**config.mk**
```make
export PLATFORM = sky130hd
export DESIGN_NAME = mult_div_unit_flat
export DESIGN_NICKNAME = d
export VERILOG_FILES = /design/src/rtl/mult_div_unit_pkg.sv /design/src/rtl/mult_div_unit_if.sv /design/src/rtl/mult_div_unit.sv /design/src/flat_wrapper.sv
export SDC_FILE = /design/constraint.sdc
export NUM_CORES = 1
export LEC_CHECK = 0
export CORE_ASPECT_RATIO = 0.8
export CORE_MARGIN = 4
export CORE_UTILIZATION = 50
export DETAILED_ROUTE_END_ITERATION = 16
export GPL_ROUTABILITY_DRIVEN = 0
export PLACE_DENSITY = 0.73
export SLEW_MARGIN = 20
export SYNTH_ARGS = -nofsm -noshare
export SYNTH_HDL_FRONTEND = slang
export SYNTH_SLANG_ARGS = --single-unit
```
**constraint.sdc**
```tcl
create_clock -name CLK -period 3.6 [get_ports CLK]
set_clock_uncertainty 0.15 [all_clocks]
set_input_delay 0.72 -clock CLK [delete_from_list [all_inputs] [get_ports CLK]]
set_output_delay 0.72 -clock CLK [all_outputs]
set_load 0.005 [all_outputs]
```
**src/rtl/mult_div_unit_pkg.sv**
```systemverilog
// Shared types for the execute-stage multiply/divide unit.
// Opcodes, FSM states and the FIX-stage sign correction.
package mult_div_unit_pkg;

  localparam int MD_WIDTH = 32;

  typedef enum logic [1:0] {
    MD_MULT,
    MD_MULTU,
    MD_DIV,
    MD_DIVU
  } mdop_t;

  typedef enum logic [2:0] {
    S_IDLE,
    S_LOAD,
    S_RUN,
    S_FIX,
    S_DONE
  } mdstate_t;

  // joint=1 negates the whole 2W product, else hi/lo independently
  function automatic logic [2*MD_WIDTH-1:0] negate2w(
    input logic [2*MD_WIDTH-1:0] v,
    input logic                  joint,
    input logic                  neg_hi,
    input logic                  neg_lo
  );
    logic [2*MD_WIDTH-1:0] res;
    logic [MD_WIDTH-1:0]   h;
    logic [MD_WIDTH-1:0]   l;
    h = v[2*MD_WIDTH-1:MD_WIDTH];
    l = v[MD_WIDTH-1:0];
    if (neg_hi) h = -h;
    if (neg_lo) l = -l;
    res = {h, l};
    if (joint) res = neg_hi ? -v : v;
    return res;
  endfunction

endpackage

```
**src/rtl/mult_div_unit_if.sv**
```systemverilog
// Request/result bundle between execute stage and mult/div unit.
// Master is the pipeline, slave is the unit.
interface mult_div_unit_if #(
  parameter int WIDTH = mult_div_unit_pkg::MD_WIDTH
);
  import mult_div_unit_pkg::*;

  logic             start;
  mdop_t            mdop;
  logic [WIDTH-1:0] rs_data;
  logic [WIDTH-1:0] rt_data;
  logic             flush;
  logic             busy;
  logic             done;
  logic [WIDTH-1:0] hi;
  logic [WIDTH-1:0] lo;
  logic             div_by_zero;

  modport master (
    output start, mdop, rs_data, rt_data, flush,
    input  busy, done, hi, lo, div_by_zero
  );

  modport slave (
    input  start, mdop, rs_data, rt_data, flush,
    output busy, done, hi, lo, div_by_zero
  );

endinterface

```
**src/rtl/mult_div_unit.sv**
```systemverilog
// Iterative shift-add multiplier / restoring divider with HI/LO.
// One 2W accumulator is shared by both operations.
module mult_div_unit
  import mult_div_unit_pkg::*;
#(
  parameter int WIDTH = MD_WIDTH
) (
  input logic            CLK,
  input logic            nRST,
  mult_div_unit_if.slave md
);

  localparam int CW = $clog2(WIDTH) + 1;

  mdstate_t           r_state;
  mdstate_t           w_next;
  logic               r_div;
  logic [WIDTH-1:0]   r_a;
  logic [WIDTH-1:0]   r_b;
  logic [WIDTH-1:0]   r_rs;
  logic               r_neg_q;
  logic               r_neg_r;
  logic [2*WIDTH-1:0] r_acc;
  logic [CW-1:0]      r_count;
  logic [WIDTH-1:0]   r_hi;
  logic [WIDTH-1:0]   r_lo;
  logic               r_dbz;

  logic               w_in_signed;
  logic               w_in_div;
  logic               w_sa;
  logic               w_sb;
  logic               w_dbz;
  logic [WIDTH:0]     w_sum;
  logic [WIDTH:0]     w_rem;
  logic [WIDTH-1:0]   w_diff;
  logic [2*WIDTH-1:0] w_mul;
  logic [2*WIDTH-1:0] w_dv;
  logic [2*WIDTH-1:0] w_fix;

  assign w_in_div = (md.mdop == MD_DIV) ||
                    (md.mdop == MD_DIVU);
  assign w_in_signed = (md.mdop == MD_DIV) ||
                       (md.mdop == MD_MULT);
  assign w_sa = w_in_signed & md.rs_data[WIDTH-1];
  assign w_sb = w_in_signed & md.rt_data[WIDTH-1];
  assign w_dbz = r_div && (r_b == '0);

  always_comb begin
    w_sum  = {1'b0, r_acc[2*WIDTH-1:WIDTH]} + {1'b0, r_a};
    w_mul  = r_acc[0] ? {w_sum, r_acc[WIDTH-1:1]}
                      : {1'b0, r_acc[2*WIDTH-1:1]};
    // Shifted remainder needs one extra bit before compare
    w_rem  = r_acc[2*WIDTH-1:WIDTH-1];
    w_diff = w_rem[WIDTH-1:0] - r_b;
    if (w_rem >= {1'b0, r_b}) begin
      w_dv = {w_diff, r_acc[WIDTH-2:0], 1'b1};
    end else begin
      w_dv = {w_rem[WIDTH-1:0], r_acc[WIDTH-2:0], 1'b0};
    end
    w_fix = negate2w(r_acc, !r_div,
                     r_div ? r_neg_r : r_neg_q,
                     r_neg_q);
  end

  always_comb begin
    w_next = r_state;
    unique case (r_state)
      S_IDLE: if (md.start) w_next = S_LOAD;
      S_LOAD: w_next = w_dbz ? S_DONE : S_RUN;
      S_RUN: begin
        if (r_count == CW'(WIDTH - 1)) w_next = S_FIX;
      end
      S_FIX:  w_next = S_DONE;
      S_DONE: w_next = S_IDLE;
      default: w_next = S_IDLE;
    endcase
    if (md.flush) w_next = S_IDLE;
  end

  always_ff @(posedge CLK or negedge nRST) begin
    if (!nRST) begin
      r_state <= S_IDLE;
      r_div   <= 1'b0;
      r_a     <= '0;
      r_b     <= '0;
      r_rs    <= '0;
      r_neg_q <= 1'b0;
      r_neg_r <= 1'b0;
      r_acc   <= '0;
      r_count <= '0;
      r_hi    <= '0;
      r_lo    <= '0;
      r_dbz   <= 1'b0;
    end else begin
      r_state <= w_next;
      if (md.flush) begin
        r_count <= '0;
      end else begin
        unique case (r_state)
          S_IDLE: begin
            if (md.start) begin
              r_div   <= w_in_div;
              r_rs    <= md.rs_data;
              r_a     <= w_sa ? -md.rs_data : md.rs_data;
              r_b     <= w_sb ? -md.rt_data : md.rt_data;
              r_neg_q <= w_sa ^ w_sb;
              r_neg_r <= w_sa;
            end
          end
          S_LOAD: begin
            r_count <= '0;
            r_acc   <= {{WIDTH{1'b0}}, r_div ? r_a : r_b};
            if (w_dbz) begin
              r_hi  <= r_rs;
              r_lo  <= '1;
              r_dbz <= 1'b1;
            end
          end
          S_RUN: begin
            r_acc   <= r_div ? w_dv : w_mul;
            r_count <= r_count + 1'b1;
          end
          S_FIX: begin
            r_hi  <= w_fix[2*WIDTH-1:WIDTH];
            r_lo  <= w_fix[WIDTH-1:0];
            r_dbz <= 1'b0;
          end
          S_DONE:  r_count <= '0;
          default: r_count <= '0;
        endcase
      end
    end
  end

  assign md.busy = (r_state == S_LOAD) ||
                   (r_state == S_RUN) ||
                   (r_state == S_FIX);
  assign md.done = (r_state == S_DONE);
  assign md.hi = r_hi;
  assign md.lo = r_lo;
  assign md.div_by_zero = r_dbz;

endmodule

```
**src/flat_wrapper.sv**
```systemverilog
// flat-port wrapper written by rule: the top's interface ports become plain ports
module mult_div_unit_flat import mult_div_unit_pkg::*;
#(
  parameter int WIDTH = MD_WIDTH
)
  (CLK, nRST, md_start, md_mdop, md_rs_data, md_rt_data, md_flush, md_busy, md_done, md_hi, md_lo, md_div_by_zero);
  mult_div_unit_if #(.WIDTH(WIDTH)) md_i ();
  input logic CLK;
  input logic nRST;
  input wire logic [$bits(md_i.start)-1:0] md_start;
  input wire logic [$bits(md_i.mdop)-1:0] md_mdop;
  input wire logic [$bits(md_i.rs_data)-1:0] md_rs_data;
  input wire logic [$bits(md_i.rt_data)-1:0] md_rt_data;
  input wire logic [$bits(md_i.flush)-1:0] md_flush;
  output wire logic [$bits(md_i.busy)-1:0] md_busy;
  output wire logic [$bits(md_i.done)-1:0] md_done;
  output wire logic [$bits(md_i.hi)-1:0] md_hi;
  output wire logic [$bits(md_i.lo)-1:0] md_lo;
  output wire logic [$bits(md_i.div_by_zero)-1:0] md_div_by_zero;
  assign md_i.start = md_start;
  assign md_i.mdop = md_mdop;
  assign md_i.rs_data = md_rs_data;
  assign md_i.rt_data = md_rt_data;
  assign md_i.flush = md_flush;
  assign md_busy = md_i.busy;
  assign md_done = md_i.done;
  assign md_hi = md_i.hi;
  assign md_lo = md_i.lo;
  assign md_div_by_zero = md_i.div_by_zero;
  mult_div_unit #(.WIDTH(WIDTH)) u_core (.CLK(CLK), .nRST(nRST), .md(md_i));
endmodule
```
==> flow_summary_export.csv, run 1 <==
group,metric,value,unit
finish,layout.nets,2272,
critical_path,cp_num_buf_inv,2,
synthesis,ys_async_sr_fraction,1.00,
sta,fin_crit,3580,ps
power,power,15.6,mW
clocking,ctsRootBufferMaster,"clkbuf_16",
finish,fillers,2805,
die,die-area,36800,µm²
synthesis,yosysWarnings,0,
detailed_routing,drtIter0Drc,2066,
sta,setup_viol,0,
global_routing,antenna_found_initial,5,
place,port_buffers,136,
sta,hold_viol,13,
sta,hold_ws,-30.7,ps
synthesis,syn_inst,1966,
critical_path,path_cells,"inv_2, ha_4, inv_2, fa_2, a21o_1, a311oi_2, nor4_1, or3_1, a311o_2, a2111oi_4, nor2_1, xor2_1, a211o_1",
sta,drv_slew,0,
global_routing,grt_usage,0.319,
critical_path,regToRegEndpoint,"u_core.r_acc[62]$_DFFE_PN0P_",
critical_path,worst-path-max-fanout,2,
global_routing,grt_pass1_vias,15700,
detailed_routing,drtPass1Iterations,6,
clocking,cts_tree,"built",
finish,design_area,20200,µm²
die,die_width,213,µm
detailed_routing,met1_length,24200,µm
synthesis,avgSynthCellArea,8.59,µm²
place,hpwlAfterDp,45800,µm
detailed_routing,drc_errors,0,
critical_path,path_class,"reg -> reg",
critical_path,cp_top_family,"compound AO/OA/AOI/OAI gates",
clocking,clk_latency,560,ps
die,coreArea,32900,µm²
place,dpl-instance-area,19300,µm²
synthesis,synth-seq-area-share,0.350,
critical_path,worstSetupStartpointType,"flop",
die,start_util,0.513,
critical_path,crit_arrival,3870,ps
synthesis,postSynthRegisterBits,236,
sta,rsz0062_at_grt,"true",
finish,multi_input_area,10300,µm²
die,fp.dieH,172,µm
critical_path,endpoint_kind,"flop",
synthesis,synth_edf_count,0,
detailed_routing,highest_layer,"met5",
job,drv_cap,0,
min_path,hp-class,"in -> async",
critical_path,cp_common_cell,"inv_2",
detailed_routing,vias_per_cell,6.41,
sta,worst_slew_pin_slew,804,ps
detailed_routing,wl_per_cell,23.1,µm
power,p_leak,8.91,nW
sta,slew_headroom,0.464,
detailed_routing,via_count,16500,
global_routing,grt_start_max_net_pins,81,
detailed_routing,drt-total-wl,59400,µm
clocking,cts_buffers,25,
power,cellPowerDensity,775,nW/µm²
critical_path,slowest_delay,450,ps
run_status,outcome,"finished, violations left",
finish,syn2layout_area_growth,19.5,%
finish,drive_above_1_share,0.119,
synthesis,synthFlopType,"dfrtp_1",
die,pin_count,137,
sta,fmax,279,MHz
global_routing,grt_pass1_wl,91400,µm
synthesis,mappedNetlistNets,2107,
critical_path,reg2reg_slack,20,ps
critical_path,worstPathRequired,3890,ps
finish,regArea,5910,µm²
clocking,ctsHoldBuffers,0,
die,rows,59,
critical_path,crit_slowest_cell,"a311o_2",
finish,fin_util,0.613,
detailed_routing,met2_length,25100,µm
power,peakVddDrop,0.412,mV
run_status,failed_checks,"negative hold slack",
clocking,cts_buffer_depth,3,
clocking,h-tree-depth,1,
clocking,cts.sinks,236,
synthesis,synth_area,16900,µm²
synthesis,synthDistinctLibCells,82,
detailed_routing,met3RoutedLength,7550,µm
detailed_routing,drtAntennaViolNets,0,
critical_path,reg2regPathDepth,13,
clocking,clk_pin_slew,70,ps
sta,period_share,0.995,
global_routing,grt_remaining_overflow,0,
critical_path,r2r_start,"u_core.r_acc[31]$_DFFE_PN0P_",
[power by group]
part           internal [mW]  switching [mW]  total (mW)
combinational           3.72            4.71        8.43
sequential              3.41            1.06        4.48
clock                   1.56            1.17        2.73
[per-layer routing]
| layer | up-vias | GRT usage |
|---|---|---|
| met4 | 6 | 0.111 |
| li1 | 7419 | - |
| met5 | - | 0 |
| met2 | 969 | 0.467 |
| met1 | 7938 | 0.458 |
| met3 | 194 | 0.0882 |
[cell usage after synthesis (all sizes together) (7+ instances only)]
cell type	count	area (µm²)
mux2i	32	320
and3	12	75.1
nor2b	7	43.8
clkbuf	105	395
o22ai	8	50.1
o31ai	25	188
nand2	296	1110
inv	63	236
nand2b	16	100
o21bai	8	60.1
or3	18	113
xnor2	74	648
a32o	7	70.1
o41ai	14	123
a21oi	152	761
o21ai	164	821
mux2	31	349
nor3	35	175
dfrtp	236	5910
a211oi	11	82.6
xor2	96	841
a221o	7	70.1
nand4	16	106
and2	8	50.1
nor2	153	574
a22o	10	87.6
or4	12	93.8
a221oi	7	61.3
nand3	34	170
a21o	28	211
a31oi	37	246
o211ai	25	188
mux4	32	721
buf	13	57.6
ha	69	863
nor4	28	205
[sequential cells by signal (all words and copies together) (netlist names)]
signal and flops:
u_core.md.div_by_zero 1, u_core.md.hi 32, u_core.md.lo 32, u_core.r_a 31, u_core.r_acc 64, u_core.r_b 32
u_core.r_count 6, u_core.r_div 1, u_core.r_neg_q 1, u_core.r_neg_r 1, u_core.r_rs 32, u_core.r_state 3
[through the flow]
step	TNS (ps)	instances	hold slack, ps	setup WS [ps]
floorplan	0	1966	274	27.2
global placement	-57.8	2528	306	-57.8
detailed placement	-76.9	2528	315	-53.7
CTS	0	2574	32.9	5.31
global route	-90.7	2576	33.6	-75.0
finish	0	2578	-30.7	19.4
[worst reg2reg max path, stage by stage (launching register included)]
cell and delay, ps:
dfrtp_1 390, inv_2 80, ha_4 130, inv_2 40
fa_2 390, a21o_1 200, a311oi_2 350, nor4_1 100
or3_1 430, a311o_2 450, a2111oi_4 280, nor2_1 90
xor2_1 140, a211o_1 250
[cells in the final DEF, fill, tap and decap left out, types with 7 or more instances in the layout]
master / count
o31ai_1: 25
a22o_1: 10
o21bai_1: 8
or3_1: 18
clkdlybuf4s50_1: 135
nor2_1: 152
xnor2_1: 74
nor2b_1: 7
dfrtp_1: 235
a31oi_1: 36
mux2i_1: 32
and2_1: 8
a21oi_1: 152
a221oi_1: 7
xor2_1: 96
nand3_1: 32
o211ai_1: 25
buf_4: 118
a32o_1: 7
o41ai_1: 13
or4_1: 11
nor3_1: 34
and3_1: 12
o22ai_1: 8
a211oi_1: 11
nand4_1: 15
nand2b_1: 16
ha_1: 68
clkbuf_1: 7
nand2_1: 295
clkbuf_16: 25
mux4_2: 32
a21o_1: 27
nor4_1: 26
o21ai_0: 161
inv_1: 60
a221o_1: 7
mux2_2: 31
[cell type report]
class,count,share of cell area
clock buffers,34,0.0337
flip-flops and latches,236,0.293
multi-input cells,1544,0.510
inverters,65,0.0121
diodes,2,0.000248
well taps,427,0.0265
clock inverters,11,0.00800
repair buffers,259,0.117
[cell families (layout without fill, tap and decap cells)]
group	count (synthesis)	count (layout)	synth area share
adder cells (fa/ha/maj)	71	71	0.0535
other	0	2	0
multiplexers	95	95	0.0824
AND/OR/NAND/NOR	657	657	0.177
flip-flops	236	236	0.350
buffers and inverters	186	369	0.0444
XOR/XNOR	170	170	0.0882
AO/OA/AOI/OAI	551	551	0.204
[worst max path at each step]
stage	from	endpoint	cells after the start	slack (ps)
detailed placement	u_core.r_acc[31]$_DFFE_PN0P_	u_core.r_acc[62]$_DFFE_PN0P_	13	-50
finish	u_core.r_acc[31]$_DFFE_PN0P_	u_core.r_acc[62]$_DFFE_PN0P_	13	20
floorplan	u_core.r_acc[31]$_DFFE_PN0P_	u_core.r_acc[62]$_DFFE_PN0P_	13	30
CTS	u_core.r_acc[31]$_DFFE_PN0P_	u_core.r_acc[62]$_DFFE_PN0P_	13	5
global placement	u_core.r_acc[31]$_DFFE_PN0P_	u_core.r_acc[62]$_DFFE_PN0P_	13	-60
global route	u_core.r_acc[31]$_DFFE_PN0P_	u_core.r_acc[62]$_DFFE_PN0P_	13	-70
[timing repair]
action | 4_1_cts | 5_1_grt
resized for setup | 1 | 10
pin swaps | 5 | 11
buffers inserted | 1 | 2
setup endpoints to repair | 1 | 6
Note: power is estimated with default switching activity, not from simulation.
==> run 2, diff against run 1 <==
- GPL_TIMING_DRIVEN: not set -> 0
==> flow_summary_export.csv, run 2 (same netlist as run 1, synthesis figures left out) <==
group,metric,value,unit
clocking,clk_pin_slew,60,ps
sta,hold_viol,0,
clocking,cts_buffers,24,
sta,setup_ws,-110,ps
min_path,hp-class,"reg -> reg",
critical_path,critical_path_depth,10,
die,pin_count,137,
critical_path,path_cells,"or4_4, nor4_4, buf_4, and4b_2, a21o_1, nand3_4, o41ai_4, xnor2_1, mux2i_2, o21ai_1",
finish,final_cell_mix,"294 x nand2_1, 220 x dfrtp_1, 158 x o21ai_0",
finish,syn2layout_area_growth,19.2,%
min_path,hold_path_depth,2,
finish,fin_util,0.611,
die,die-area,36800,µm²
global_routing,grt_pass1_wl,94800,µm
detailed_routing,vias_per_cell,6.54,
critical_path,worstPathRequired,3860,ps
critical_path,r2r_start,"u_core.r_acc[16]$_DFFE_PN0P_",
sta,fmax,270,MHz
place,port_buffers,136,
detailed_routing,drtAntennaViolNets,0,
global_routing,antenna_found_initial,4,
die,start_util,0.513,
detailed_routing,drtIter0Drc,2468,
critical_path,crit_slowest_cell,"or4_4",
critical_path,regToRegEndpoint,"u_core.md.hi[30]$_DFFE_PN0P_",
power,power,15.8,mW
finish,top_register,"u_core.r_acc",
finish,design_area,20100,µm²
job,drv_cap,0,
die,fp.dieH,172,µm
sta,fin_tns_setup,-349,ps
sta,drv_slew,0,
die,coreArea,32900,µm²
critical_path,endpoint_kind,"flop",
critical_path,path_class,"reg -> reg",
clocking,cts_buffer_depth,3,
finish,stdcell_count,2601,
place,placedCellCount,2531,
power,cellPowerDensity,785,nW/µm²
die,rows,59,
run_status,outcome,"finished, violations left",
clocking,cts_tree,"built",
sta,setup_viol,6,
detailed_routing,wl_per_cell,24.4,µm
critical_path,cp_num_buf_inv,1,
clocking,h-tree-depth,1,
clocking,ctsRootBufferMaster,"clkbuf_16",
sta,worst_slew_pin_slew,1430,ps
detailed_routing,drc_errors,0,
finish,largest_reg_flops,64,
power,p_leak,8.64,nW
critical_path,reg2regPathDepth,10,
detailed_routing,via_count,17000,
clocking,clk_latency,560,ps
detailed_routing,drt-total-wl,63600,µm
global_routing,grt_pass1_vias,15900,
clocking,cts.sinks,236,
critical_path,cp_top_family,"simple AND/OR/NAND/NOR gates",
finish,layout.nets,2294,
critical_path,reg2reg_slack,-110,ps
min_path,min-delay-start,"u_core.md.hi[8]$_DFFE_PN0P_",
run_status,failed_checks,"negative setup slack",
global_routing,grt_start_max_net_pins,96,
sta,slew_headroom,0.0388,
detailed_routing,drtPass1Iterations,7,
min_path,holdPathEnd,"u_core.md.hi[8]$_DFFE_PN0P_",
die,die_width,213,µm
power,peakVddDrop,0.405,mV
place,dpl-instance-area,18800,µm²
critical_path,crit_arrival,3970,ps
global_routing,grt_remaining_overflow,0,
critical_path,worst-path-max-fanout,7,
critical_path,slowest_delay,590,ps
finish,final_common_cell,"nand2_1",
sta,rsz0062_at_grt,"true",
sta,fin_crit,3710,ps
global_routing,grt_usage,0.335,
finish,drive_above_1_share,0.102,
sta,period_share,1.03,
critical_path,worstSetupStartpointType,"flop",
place,hpwlAfterDp,48700,µm
-- run 2: cell types whose count changed in the layout (fill, tap and decap cells not counted), moves of 4 or more --
cell,change
buf_12,-5
buf_4,-91
inv_1,-5
dfrtp_1,-15
buf_1,+8
nor4_1,-4
clkinv_2,+4
dfrtp_2,+15
nor4_2,+4
clkbuf_2,+9
clkbuf_1,+86
-- run 2: how the worst max path moves through the flow --
| stage | start | endpoint |
|---|---|---|
| after global routing | u_core.r_acc[16]$_DFFE_PN0P_ | u_core.md.hi[30]$_DFFE_PN0P_ |
| after CTS | u_core.r_acc[8]$_DFFE_PN0P_ | u_core.md.hi[20]$_DFFE_PN0P_ |
| after floorplan | u_core.r_acc[31]$_DFFE_PN0P_ | u_core.r_acc[62]$_DFFE_PN0P_ |
| after global placement | nRST | u_core.md.lo[4]$_DFFE_PN0P_ |
| after detailed placement | u_core.r_div$_DFFE_PN0P_ | u_core.md.lo[22]$_DFFE_PN0P_ |
| final | u_core.r_acc[16]$_DFFE_PN0P_ | u_core.md.hi[30]$_DFFE_PN0P_ |
-- run 2: layout make-up --
class | instances | area, µm²
sequential | 236 | 5930
clock inverter | 15 | 195
inverter | 65 | 253
fill | 2851 | 12800
multi-input combinational | 1544 | 10400
buffer | 117 | 504
timing repair buffer | 165 | 1630
antenna | 4 | 10.0
clock buffer | 28 | 646
tap | 427 | 534
-- run 2: metrics by stage --
| step | hold WS [ps] | worst slack, ps |
|---|---|---|
| after global routing | 349 | -117 |
| final | 330 | -110 |
| after global placement | 306 | -8500 |
| after detailed placement | 313 | -670 |
| after CTS | 330 | -1.88 |
| after floorplan | 274 | 27.2 |
-- run 2: per-layer routing --
metal | part of all wire | routed length, µm | GRT usage | up-vias
met5 | 0.00011 | 7 | 0 | -
met2 | 0.41 | 26100 | 0.476 | 1178
met1 | 0.40 | 25500 | 0.472 | 8155
met4 | 0.044 | 2800 | 0.114 | 2
met3 | 0.14 | 9140 | 0.128 | 214
li1 | - | - | - | 7471
-- run 2: where the power goes --
group	switching, mW	total [mW]	internal [mW]
registers	1.36	4.78	3.42
clock network	1.17	2.74	1.58
logic	4.69	8.26	3.57
-- run 2: worst reg2reg max path: stages, from the launching register on --
cell and delay, ps:
dfrtp_2 440, or4_4 590, nor4_4 370, buf_4 210, and4b_2 370, a21o_1 240, nand3_4 180, o41ai_4 440
xnor2_1 150, mux2i_2 340, o21ai_1 100
-- run 2: timing repair --
item | 4_1_cts | 5_1_grt
setup endpoints to repair | 77 | 99
pin swaps | 10 | 13
hold buffers | 1 | 0
buffers inserted | 13 | 13
resized for setup | 28 | 57
endpoints found under the hold margin | 42 | 0
